### src/rtl/clk_div_monitor.sv
// clk_div_monitor
// Measures the period of a divided clock (sampled as data in the i_clk domain),
// checks each period against the expected division ratio, declares lock after
// a run of good periods and flags stopped or wrong-ratio clocks.
module clk_div_monitor #(
  parameter int DIV_RATIO   = 4,
  parameter int TOL         = 0,
  parameter int LOCK_CNT    = 4,
  parameter int TIMEOUT_CYC = 4 * DIV_RATIO,
  parameter int CNT_W       = 8
) (
  input  logic             i_clk,
  input  logic             i_rst,
  input  logic             i_en,
  input  logic             i_div_clk,
  input  logic             i_err_clr,
  output logic [CNT_W-1:0] o_period,
  output logic             o_period_vld,
  output logic             o_locked,
  output logic             o_err,
  output logic             o_timeout
);

  localparam int GOOD_W = $clog2(LOCK_CNT + 1);

  localparam logic [1:0] ST_IDLE    = 2'd0;
  localparam logic [1:0] ST_ACQUIRE = 2'd1;
  localparam logic [1:0] ST_MEASURE = 2'd2;
  localparam logic [1:0] ST_LOCKED  = 2'd3;

  localparam logic [CNT_W-1:0]  CNT_MAX     = '1;
  localparam logic [CNT_W-1:0]  TIMEOUT_VAL = CNT_W'(TIMEOUT_CYC);
  localparam logic [GOOD_W-1:0] LOCK_VAL    = GOOD_W'(LOCK_CNT);

  logic              s1, s2, s3;
  logic              rise;
  logic [1:0]        state, state_next;
  logic [CNT_W-1:0]  cnt, cnt_next;
  logic [GOOD_W-1:0] good, good_next, good_inc;
  logic [CNT_W-1:0]  period_next;
  logic              vld_next, locked_next, timeout_next, err_next, err_set;
  logic              in_tol;
  int                cnt_i;

  // Two-flop synchronizer plus history flop for edge detection.
  always_ff @(posedge i_clk or posedge i_rst) begin
    if (i_rst) begin
      s1 <= 1'b0;
      s2 <= 1'b0;
      s3 <= 1'b0;
    end else begin
      s1 <= i_div_clk;
      s2 <= s1;
      s3 <= s2;
    end
  end

  assign rise = s2 & ~s3;

  // Tolerance window and saturating good-period increment.
  always_comb begin
    cnt_i    = int'(cnt);
    in_tol   = (cnt_i >= DIV_RATIO - TOL) && (cnt_i <= DIV_RATIO + TOL);
    good_inc = (good == LOCK_VAL) ? good : good + GOOD_W'(1);
  end

  // Next-state logic: period measurement, lock tracking, timeout and enable.
  always_comb begin
    state_next   = state;
    // cnt restarts on each rising edge; saturation only matters while waiting
    // for the first edge, since the timeout fires long before wrap otherwise.
    cnt_next     = rise ? CNT_W'(1) : ((cnt == CNT_MAX) ? cnt : cnt + CNT_W'(1));
    good_next    = good;
    period_next  = o_period;
    vld_next     = 1'b0;
    locked_next  = o_locked;
    timeout_next = 1'b0;
    err_set      = 1'b0;

    if (!i_en) begin
      state_next  = ST_IDLE;
      cnt_next    = '0;
      good_next   = '0;
      locked_next = 1'b0;
    end else begin
      case (state)
        ST_IDLE: begin
          state_next = ST_ACQUIRE;
          cnt_next   = '0;
        end
        ST_ACQUIRE: begin
          if (rise) state_next = ST_MEASURE;
        end
        ST_MEASURE, ST_LOCKED: begin
          if (rise) begin
            // A rising edge wins over a simultaneous timeout.
            period_next = cnt;
            vld_next    = 1'b1;
            if (in_tol) begin
              good_next = good_inc;
              if (state == ST_MEASURE && good_inc == LOCK_VAL) begin
                state_next  = ST_LOCKED;
                locked_next = 1'b1;
              end
            end else begin
              good_next = '0;
              if (state == ST_LOCKED) begin
                err_set     = 1'b1;
                locked_next = 1'b0;
                state_next  = ST_MEASURE;
              end
            end
          end else if (cnt == TIMEOUT_VAL) begin
            timeout_next = 1'b1;
            err_set      = 1'b1;
            locked_next  = 1'b0;
            good_next    = '0;
            state_next   = ST_ACQUIRE;
          end
        end
        default: state_next = ST_IDLE;
      endcase
    end

    // Setting the error takes priority over clearing it.
    err_next = err_set ? 1'b1 : (i_err_clr ? 1'b0 : o_err);
  end

  // State and output registers.
  always_ff @(posedge i_clk or posedge i_rst) begin
    if (i_rst) begin
      state        <= ST_IDLE;
      cnt          <= '0;
      good         <= '0;
      o_period     <= '0;
      o_period_vld <= 1'b0;
      o_locked     <= 1'b0;
      o_err        <= 1'b0;
      o_timeout    <= 1'b0;
    end else begin
      state        <= state_next;
      cnt          <= cnt_next;
      good         <= good_next;
      o_period     <= period_next;
      o_period_vld <= vld_next;
      o_locked     <= locked_next;
      o_err        <= err_next;
      o_timeout    <= timeout_next;
    end
  end

endmodule

### config.mk
export PLATFORM = sky130hd
export DESIGN_NAME = clk_div_monitor
export DESIGN_NICKNAME = d
export VERILOG_FILES = /design/src/rtl/clk_div_monitor.sv
export SDC_FILE = /design/constraint.sdc
export NUM_CORES = 1
export LEC_CHECK = 0
export ABC_AREA = 1
export ABC_CLOCK_PERIOD_IN_PS = 2000
export BUFFER_PORTS_ARGS = -buffer_cell sky130_fd_sc_hd__buf_2
export CAP_MARGIN = 40
export CORE_ASPECT_RATIO = 1.25
export CORE_MARGIN = 1.5
export CORE_UTILIZATION = 47
export CTS_CLUSTER_SIZE = 16
export DETAILED_ROUTE_END_ITERATION = 7
export PLACE_DENSITY_LB_ADDON = 0.15
export SKIP_CTS_REPAIR_TIMING = 1
export SLEW_MARGIN = 5
export SYNTH_ARGS = -nofsm -noshare
export SYNTH_HDL_FRONTEND = slang
export SYNTH_SLANG_ARGS = --single-unit
export TNS_END_PERCENT = 100
### constraint.sdc
create_clock -name i_clk -period 2 [get_ports i_clk]
set_clock_uncertainty 0.1 [all_clocks]
set_input_delay 0.1 -clock i_clk [delete_from_list [all_inputs] [get_ports i_clk]]
set_output_delay 0.1 -clock i_clk [all_outputs]
set_load 0.005 [all_outputs]
Word level (Yosys, flattened, before mapping)
Cells that the tools add are included.
{"block": "classes", "n_mux": 39, "bitwise_logic": 2, "eq_ne": 16, "n_lt_le_gt_ge": 2, "n_addsub": 2, "n_reduce_logical": 9}
{"cell": "$mux W8", "count": 4}
{"cell": "$mux W1", "count": 21}
{"cell": "$mux W3", "count": 6}
{"cell": "$mux W2", "count": 7}
{"cell": "$ne A5 B5 Y1 const B", "count": 2}
{"cell": "$add A8 B1 Y8 const B", "count": 1}
{"cell": "$eq A8 B5 Y1 const B", "count": 1}
{"cell": "$eq A8 B8 Y1 const B", "count": 1}
{"cell": "$ge A8 B3 Y1 const B", "count": 1}
{"cell": "$le A8 B3 Y1 const B", "count": 1}
{"cell": "$ne A4 B3 Y1 const B", "count": 2}
{"cell": "$reduce_and A4 Y1", "count": 2}
{"cell": "$eq A3 B3 Y1 const B", "count": 2}
{"cell": "$pmux W2 S3", "count": 1}
{"cell": "$eq A2 B2 Y1 const B", "count": 2}
{"cell": "$ne A4 B2 Y1 const B", "count": 1}
{"cell": "$ne A4 B4 Y1 const B", "count": 1}
{"cell": "$add A3 B1 Y3 const B", "count": 1}
{"cell": "$ne A3 B1 Y1 const B", "count": 1}
{"cell": "$ne A3 B3 Y1 const B", "count": 1}
{"cell": "$reduce_and A3 Y1", "count": 1}
{"cell": "$eq A2 B1 Y1 const B", "count": 1}
{"cell": "$logic_and A1 B1 Y1", "count": 2}
{"cell": "$logic_not A2 Y1", "count": 1}
{"cell": "6 further kinds", "count": 6}
{"block": "word_totals", "out_inout_bits": 12, "reg_bits": 28, "inputBits": 5, "wordCells": 81}

Logic depth before layout (Yosys ltp)
Gate-level depths: netlist of the first run.
{"block": "logic_depth", "depth_word": 9, "mapped_depth": 10, "ltp_nobuf": 10}

Least setup slack after synthesis of the first run
Ideal clock, no wire load.
{"block": "synth_path", "path_kind": "register -> register", "start": "register cnt[0]", "end": "register o_locked", "setup_time_ns": 0.121, "stages_incl_launch_ff": 10, "path_slack_ns": 0.518, "required_time_ns": 1.779, "arrival_ns": 1.262, "path_buffers": 0, "synth_period_minus_slack_ns": 1.482, "path_cell_list": "dfrtp_1 > inv_1 > ha_1 > nand2_1 > nor2_2 > nand2_1 > nand3_2 > nand3_2 > nand2_1 > o21ai_1"}
{"block": "synth_via", "elab_chain_cells": 6, "word_cells_on_any_way": 12, "cone_classes": "order compare: 2; eq/ne: 4; mux: 4; reduce/logical: 2"}
{"item": "start: declaration", "line": "38", "text": "logic [CNT_W-1:0] cnt, cnt_next;"}
{"item": "start signal: assignment", "line": "142", "text": "cnt <= cnt_next;"}
{"item": "$ge A8 B3 Y1 or $le A8 B3 Y1 (tied branches)", "line": "63", "text": "in_tol = (cnt_i >= DIV_RATIO - TOL) && (cnt_i <= DIV_RATIO + TOL);"}
{"item": "$logic_and A1 B1 Y1", "line": "63"}
{"item": "$mux W1", "line": "99", "text": "if (in_tol) begin"}
{"item": "$mux W1", "line": "95", "text": "if (rise) begin"}
{"item": "$mux W1", "line": "86", "text": "case (state)"}
{"item": "$mux W1", "line": "80", "text": "if (!i_en) begin"}
{"item": "end signal: assignment", "line": "146", "text": "o_locked <= locked_next;"}
{"item": "end: declaration", "line": "19", "text": "output logic o_locked,"}
Several ways; a longest one is shown, not always the timed one. The select of a mux whose other input is x is not followed.
A chain may end at the register's enable or synchronous reset.

Worst setup path in the final report of the first run
{"block": "layout_path", "start": "register cnt[0]", "end": "register state[1]"}
{"block": "layout_via", "elab_chain_cells": 6, "word_cells_on_any_way": 12, "cone_classes": "order compare: 2; eq/ne: 4; mux: 4; reduce/logical: 2"}
{"item": "$ge A8 B3 Y1 or $le A8 B3 Y1 (tied branches)", "line": "63"}
{"item": "$logic_and A1 B1 Y1", "line": "63"}
{"item": "$mux W2", "line": "99"}
{"item": "$mux W2", "line": "95"}
{"item": "$pmux W2 S3", "line": "86"}
{"item": "$mux W2", "line": "80"}
{"item": "end signal: assignment", "line": "141", "text": "state <= state_next;"}
{"item": "end: declaration", "line": "37", "text": "logic [1:0] state, state_next;"}
Several ways; a longest one is shown, not always the timed one.

==> impl_metrics.py, run 1 <==
metrics = {
    "routing": {
        "wl_mm": 2.88,
        "drc": 0,
        "drtIter0Drc": 22,
        "dr.pass1.iters": 4,
        "vias": 1171,
        "wl_per_cell_um": 12.6,
        "antenna_left": 0,
        "via_per_inst": 5.11,
    },
    "clock_tree": {
        "cts_max_level": 1,
        "cts.root.buffer_cell": "clkbuf_4",
        "tritoncts": "done",
        "clock_latency_ns": 0.33,
        "cts_num_sinks": 28,
        "numCtsBuffers": 3,
        "cts_buffer_depth": 2,
        "path_clk_slew_ns": 0.15,
    },
    "global_route": {
        "grt_max_degree": 29,
        "antenna_found_initial": 0,
        "grt_overflow": 0,
        "track_usage_pct": 20.5,
        "first_global_vias": 1189,
        "grt_pass1_wl_mm": 5.25,
    },
    "timing": {
        "timing.slew.headroom_pct": 76.2,
        "setup_viol": 0,
        "setup_tns_ns": 0,
        "grt_setup_unrepaired": "no",
        "hold_viol_final": 0,
        "fin_crit_sh_pct": 84.2,
        "tightest_slew_ns": 0.357,
        "final_max_slew_viol_count": 0,
        "period_minus_slack_ns": 1.68,
        "fmax_mhz": 594,
    },
    "synthesis": {
        "synth_top_family_by_area": "simple AND/OR/NAND/NOR gates",
        "synth_fa_ha_area_share_pct": 3.42,
        "netlist_instances": 171,
        "ys_seq_area_share_pct": 47.8,
        "yosysTopAreaCellShare_pct": 47.8,
        "synth_edf_count": 0,
        "muxShareOfSynthArea_pct": 0,
        "synth.largest_area_cell": "dfrtp_1",
        "synth_common_cells": "41 x nand2_1, 28 x dfrtp_1, 15 x inv_1",
        "yosysMostFrequentCell": "nand2_1",
        "syn_area_per_cell_um2": 8.57,
        "syn_nets": 180,
        "synth.distinct_cells": 27,
        "ys_ff_latch": 28,
        "synthFlopType": "dfrtp_1",
        "async_flop_share_pct": 100,
        "syn_area_um2": 1470,
        "ys.warnings.count": 0,
        "synthSimpleGateAreaFrac_pct": 30.7,
        "synth-compound-area-share_pct": 10.2,
        "synthXorXnorAreaFrac_pct": 0,
        "synth_area_leaders": "dfrtp_1 48%, nand2_1 11%, inv_1 3.8%",
    },
    "setup_path": {
        "cpMaxStageDelayCell": "dfrtp_1",
        "endpoint_kind": "flop",
        "crit_chain": "inv_1, ha_1, nand2_1, nor2_2, nand2_2, nor2_8, nand3_2, nand3_2, nand2_1, nand2_1",
        "cp_common_cell": "nand2_1",
        "startpoint_type": "flop",
        "critPathMaxFanout": 5,
        "worst-setup-path-type": "reg -> reg",
        "crit_path_max_incr_delay_ns": 0.42,
        "worstPathArrival_ns": 1.86,
        "r2r_cells": 10,
        "worstPathRequired_ns": 2.18,
    },
    "cells_and_area": {
        "final_cell_area_um2": 1660,
        "n_fill_cell": 265,
        "layout.cells.non_filler": 229,
        "n_antenna_cell": 0,
        "drive_gt1_share_pct": 23.8,
        "ff_latch_area_um2": 701,
        "area_growth_syn_to_layout_pct": 13.6,
        "nNetsFinal": 203,
        "multi_input_area_um2": 649,
    },
    "power_and_ir_drop": {
        "ir_drop_mv": 0.451,
        "powerDensity_nw_per_um2": 780,
        "power_leakage_uw": 0.000849,
    },
    "floorplanning": {
        "rows": 22,
        "fp.dieH_um": 65.4,
        "design.core.area_um2": 2950,
        "dieArea_um2": 3460,
        "die_x_um": 52.9,
        "io_pins": 17,
        "start_util_pct": 49.7,
    },
    "run": {
        "cap_violations": 0,
    },
    "placement": {
        "port_buffers": 16,
        "dp.cells": 221,
        "placed_area_um2": 1570,
        "dpl.hpwl_mm": 2.13,
        "gp_congestion": 0.872,
    },
    "hold_path": {
        "holdCritPathClass": "in -> async",
    },
    "status": {
        "status": "finished, final reports clean",
    },
}
==> worst paths after layout <==
check	start	endpoint	slack, ns
max	cnt[0]	state[1]	0.32
min	i_rst	o_period[5]	0.24
max reg2reg	cnt[0]	state[1]	0.32
min reg2reg	s1	s2	0.27
max in group asynchronous	i_rst	s1	1.29
min in group i_clk	s1	s2	0.27
==> final cells by class <==
type | instances | area share [%]
Sequential cell | 28 | 42.1
Clock buffer | 3 | 1.35
Clock inverter | 1 | 1.80
Tap cell | 36 | 2.71
Inverter | 23 | 5.34
Timing Repair Buffer | 21 | 7.67
Multi-Input combinational cell | 117 | 39.0
==> critical path: cells and delay by family (launching register included) <==
| kind | cells | cell delay [ns] |
|---|---|---|
| AND/OR/NAND/NOR | 8 | 0.77 |
| flip-flops | 1 | 0.42 |
| adder cells (fa/ha/maj) | 1 | 0.19 |
| buffers and inverters | 1 | 0.15 |
==> kinds of logic after synthesis <==
family          count (synthesis)
simple gates                   87
flops                          28
fa+ha+maj                       4
buf+inv                        26
compound gates                 26
==> power by group <==
part           switching [uW]  internal (uW)
registers                55.1            608
logic                     168           93.6
clock network             171            203
total                     394            905
==> sequential cells by signal (all words and copies together) (netlist names) <==
register      count
o_period          8
o_locked          1
state             2
o_err             1
s2                1
s1                1
o_period_vld      1
o_timeout         1
good              3
cnt               8
s3                1
==> routing by layer <==
metal | wire [um] | global-route usage [%] | up-vias | share of wire (%)
li1 | - | - | 598 | -
met5 | 0 | 0 | - | 0
met1 | 1350 | 25.6 | 548 | 47
met3 | 58 | 2.95 | 7 | 2.0
met2 | 1400 | 34.4 | 18 | 49
met4 | 71 | 8.97 | 0 | 2.5
==> placed cells by master, fill, tap and decap left out, drive strengths merged <==
master	instances
a21boi	2
a21oi	3
a31oi	1
buf	17
bufinv	1
clkbuf	3
dfrtp	28
dlygate4sd3	4
ha	4
inv	23
nand2	46
nand3	12
nand4	6
nor2	17
nor3	5
o21ai	18
o221ai	1
o31ai	1
or2	1
==> through the flow <==
stage	total power, uW	utilization [%]	setup WS (ns)	hold slack (ns)
after floorplan	871	-	0.518	0.0314
after global placement	923	53.4	0.414	0.0761
after detailed placement	926	53.4	0.370	0.0857
after CTS	1300	55.1	0.341	-0.298
after global routing	1380	56.5	0.156	0.266
final	1300	56.5	0.317	0.242
Note: power is estimated with default switching activity, not from simulation.
==> run 2, diff against run 1 <==
Settings changed: ABC_AREA 1 to 0, ABC_CLOCK_PERIOD_IN_PS 2000 to 1600.
Clock period 2 ns to 1.6 ns, I/O delays scaled along.
==> impl_metrics.py, run 2 <==
metrics = {
    "placement": {
        "port_buffers": 16,
        "dpl.hpwl_mm": 2.16,
        "dp.cells": 208,
        "gp_congestion": 0.789,
    },
    "timing": {
        "hold_viol_final": 0,
        "fin_crit_sh_pct": 118,
        "fmax_mhz": 528,
        "period_minus_slack_ns": 1.90,
        "timing.slew.headroom_pct": 71.2,
        "holdWs_ns": 0.0429,
        "layout_setup_ws_ns": -0.295,
        "final_max_slew_viol_count": 0,
        "grt_setup_unrepaired": "yes",
        "tightest_slew_ns": 0.430,
        "setup_viol": 5,
    },
    "cells_and_area": {
        "layout.cells.non_filler": 219,
        "drive_gt1_share_pct": 47.6,
        "top_regs": "cnt: 8 flops, o_period: 8 flops, good: 3 flops",
        "n_antenna_cell": 0,
        "final_common_cell": "buf_4",
        "nNetsFinal": 195,
        "area_growth_syn_to_layout_pct": 44.2,
        "final_cell_mix": "33 x buf_4, 27 x dfrtp_1, 16 x buf_2, 10 x nor2_1, 8 x o21ai_0",
    },
    "setup_path": {
        "worst-setup-path-type": "reg -> reg",
        "startpoint_type": "flop",
        "crit_chain": "inv_2, ha_4, or3_4, a211oi_2, o31ai_2, mux2_4",
        "worstPathRequired_ns": 1.74,
        "crit_path_max_incr_delay_ns": 0.42,
        "endpoint_kind": "flop",
        "path_buf_inv": 1,
        "cpMaxStageDelayCell": "dfrtp_1",
        "path_delay_family": "flip-flops",
        "critPathMaxFanout": 2,
        "worstPathArrival_ns": 2.03,
    },
    "synthesis": {
        "ys_seq_area_share_pct": 52.1,
        "syn_area_per_cell_um2": 10.5,
        "netlist_instances": 128,
        "synth.distinct_cells": 34,
        "ys_ff_latch": 28,
        "syn_nets": 137,
        "synthFlopType": "dfrtp_1",
        "ys.warnings.count": 0,
        "yosysMostFrequentCell": "dfrtp_1",
        "synth_area_leaders": "dfrtp_1 52%, mux2_2 5.0%, ha_1 3.7%",
        "syn_area_um2": 1340,
        "synth_edf_count": 0,
        "synth_common_cells": "28 x dfrtp_1, 12 x nor2_1, 9 x a21oi_1, 9 x nand2_1, 8 x o21ai_0",
        "yosysTopAreaCellShare_pct": 52.1,
        "async_flop_share_pct": 100,
        "synth.largest_area_cell": "dfrtp_1",
    },
    "status": {
        "status": "finished with violations",
        "violations": "setup timing",
    },
    "power_and_ir_drop": {
        "power.total_uw": 1470,
        "ir_drop_mv": 0.738,
        "powerDensity_nw_per_um2": 758,
        "power_leakage_uw": 0.000970,
    },
    "routing": {
        "wl_mm": 3.15,
        "antenna_left": 0,
        "wl_per_cell_um": 14.4,
        "via_per_inst": 5.36,
        "drc": 0,
        "vias": 1174,
        "dr.pass1.iters": 4,
        "drtIter0Drc": 23,
    },
    "run": {
        "cap_violations": 0,
    },
    "clock_tree": {
        "cts.root.buffer_cell": "clkbuf_4",
        "path_clk_slew_ns": 0.16,
        "clock_latency_ns": 0.34,
        "cts_max_level": 1,
        "tritoncts": "done",
        "cts_buffer_depth": 2,
        "cts_num_sinks": 28,
        "numCtsBuffers": 3,
    },
    "global_route": {
        "first_global_vias": 1164,
        "grt_pass1_wl_mm": 4.95,
        "antenna_found_initial": 0,
        "grt_overflow": 0,
        "track_usage_pct": 20.1,
        "grt_max_degree": 29,
    },
    "floorplanning": {
        "dieArea_um2": 3190,
        "die_x_um": 50.8,
        "design.core.area_um2": 2710,
        "io_pins": 17,
        "start_util_pct": 49.7,
        "rows": 21,
        "fp.dieH_um": 62.8,
    },
    "hold_path": {
        "holdCritPathClass": "in -> reg",
    },
}
==> run 2: per-layer routing <==
layer,track usage (%),up-vias,routed length (um),part of all wire (%)
li1,-,568,-,-
met1,22.6,576,1320,42
met2,36.3,25,1710,54
met3,3.11,5,75,2.4
met4,9.12,0,46,1.5
met5,0,-,0,0
==> run 2: worst paths after layout <==
check	start	end	slack, ns	depth (start not counted)
max	good[1]	state[0]	-0.30	6
min reg2reg	s1	s2	0.27	0
max in group asynchronous	i_rst	state[1]	0.89	4
max reg2reg	good[1]	state[0]	-0.30	6
min	i_en	state[1]	0.04	4
min in group asynchronous	i_rst	cnt[2]	0.23	4
==> run 2: where the power goes <==
group / switching (uW) / internal (uW)
Sequential: 23.6 / 733
Clock: 219 / 254
Combinational: 119 / 120
==> run 2: logic make-up (layout without fill, tap and decap cells) <==
family	count (synthesis)	after routing	synth area share, %
simple gates	43	43	17.0
compound gates	30	30	13.7
flops	28	28	52.1
mux	10	10	8.38
buf+inv	10	67	3.07
fa+ha+maj	4	4	3.72
xor+xnor	3	3	1.96
==> run 2: through the flow <==
step / setup slack (ns) / util (%) / cell area (um2) / TNS [ns]
2_1_floorplan: -0.246 / - / 1350 / -0.246
6_report: -0.295 / 71.6 / 1940 / -0.491
3_3_place_gp: -0.203 / 62.8 / 1700 / -0.354
4_1_cts: -0.272 / 64.7 / 1750 / -0.797
3_5_place_dp: -0.248 / 62.8 / 1700 / -0.624
5_1_grt: -0.337 / 71.6 / 1940 / -1.02
==> run 2: worst register-to-register path, delay by kind of cell, from the launching register on <==
kind                       cells  cell delay [ns]
adders and majority gates      1             0.21
buffers and inverters          1             0.09
and+or+nand+nor                1             0.36
muxes                          1             0.30
AOI/OAI and AO/OA              2             0.33
DFF                            1             0.42
==> run 2: area by class of cell <==
class	count	area, um2
clock buffer	3	22.5
clock inverter	1	30.0
tap	34	42.5
multi-input combinational	90	721
timing repair buffer	55	390
sequential	28	702
inverter	8	30.0
fill	199	768
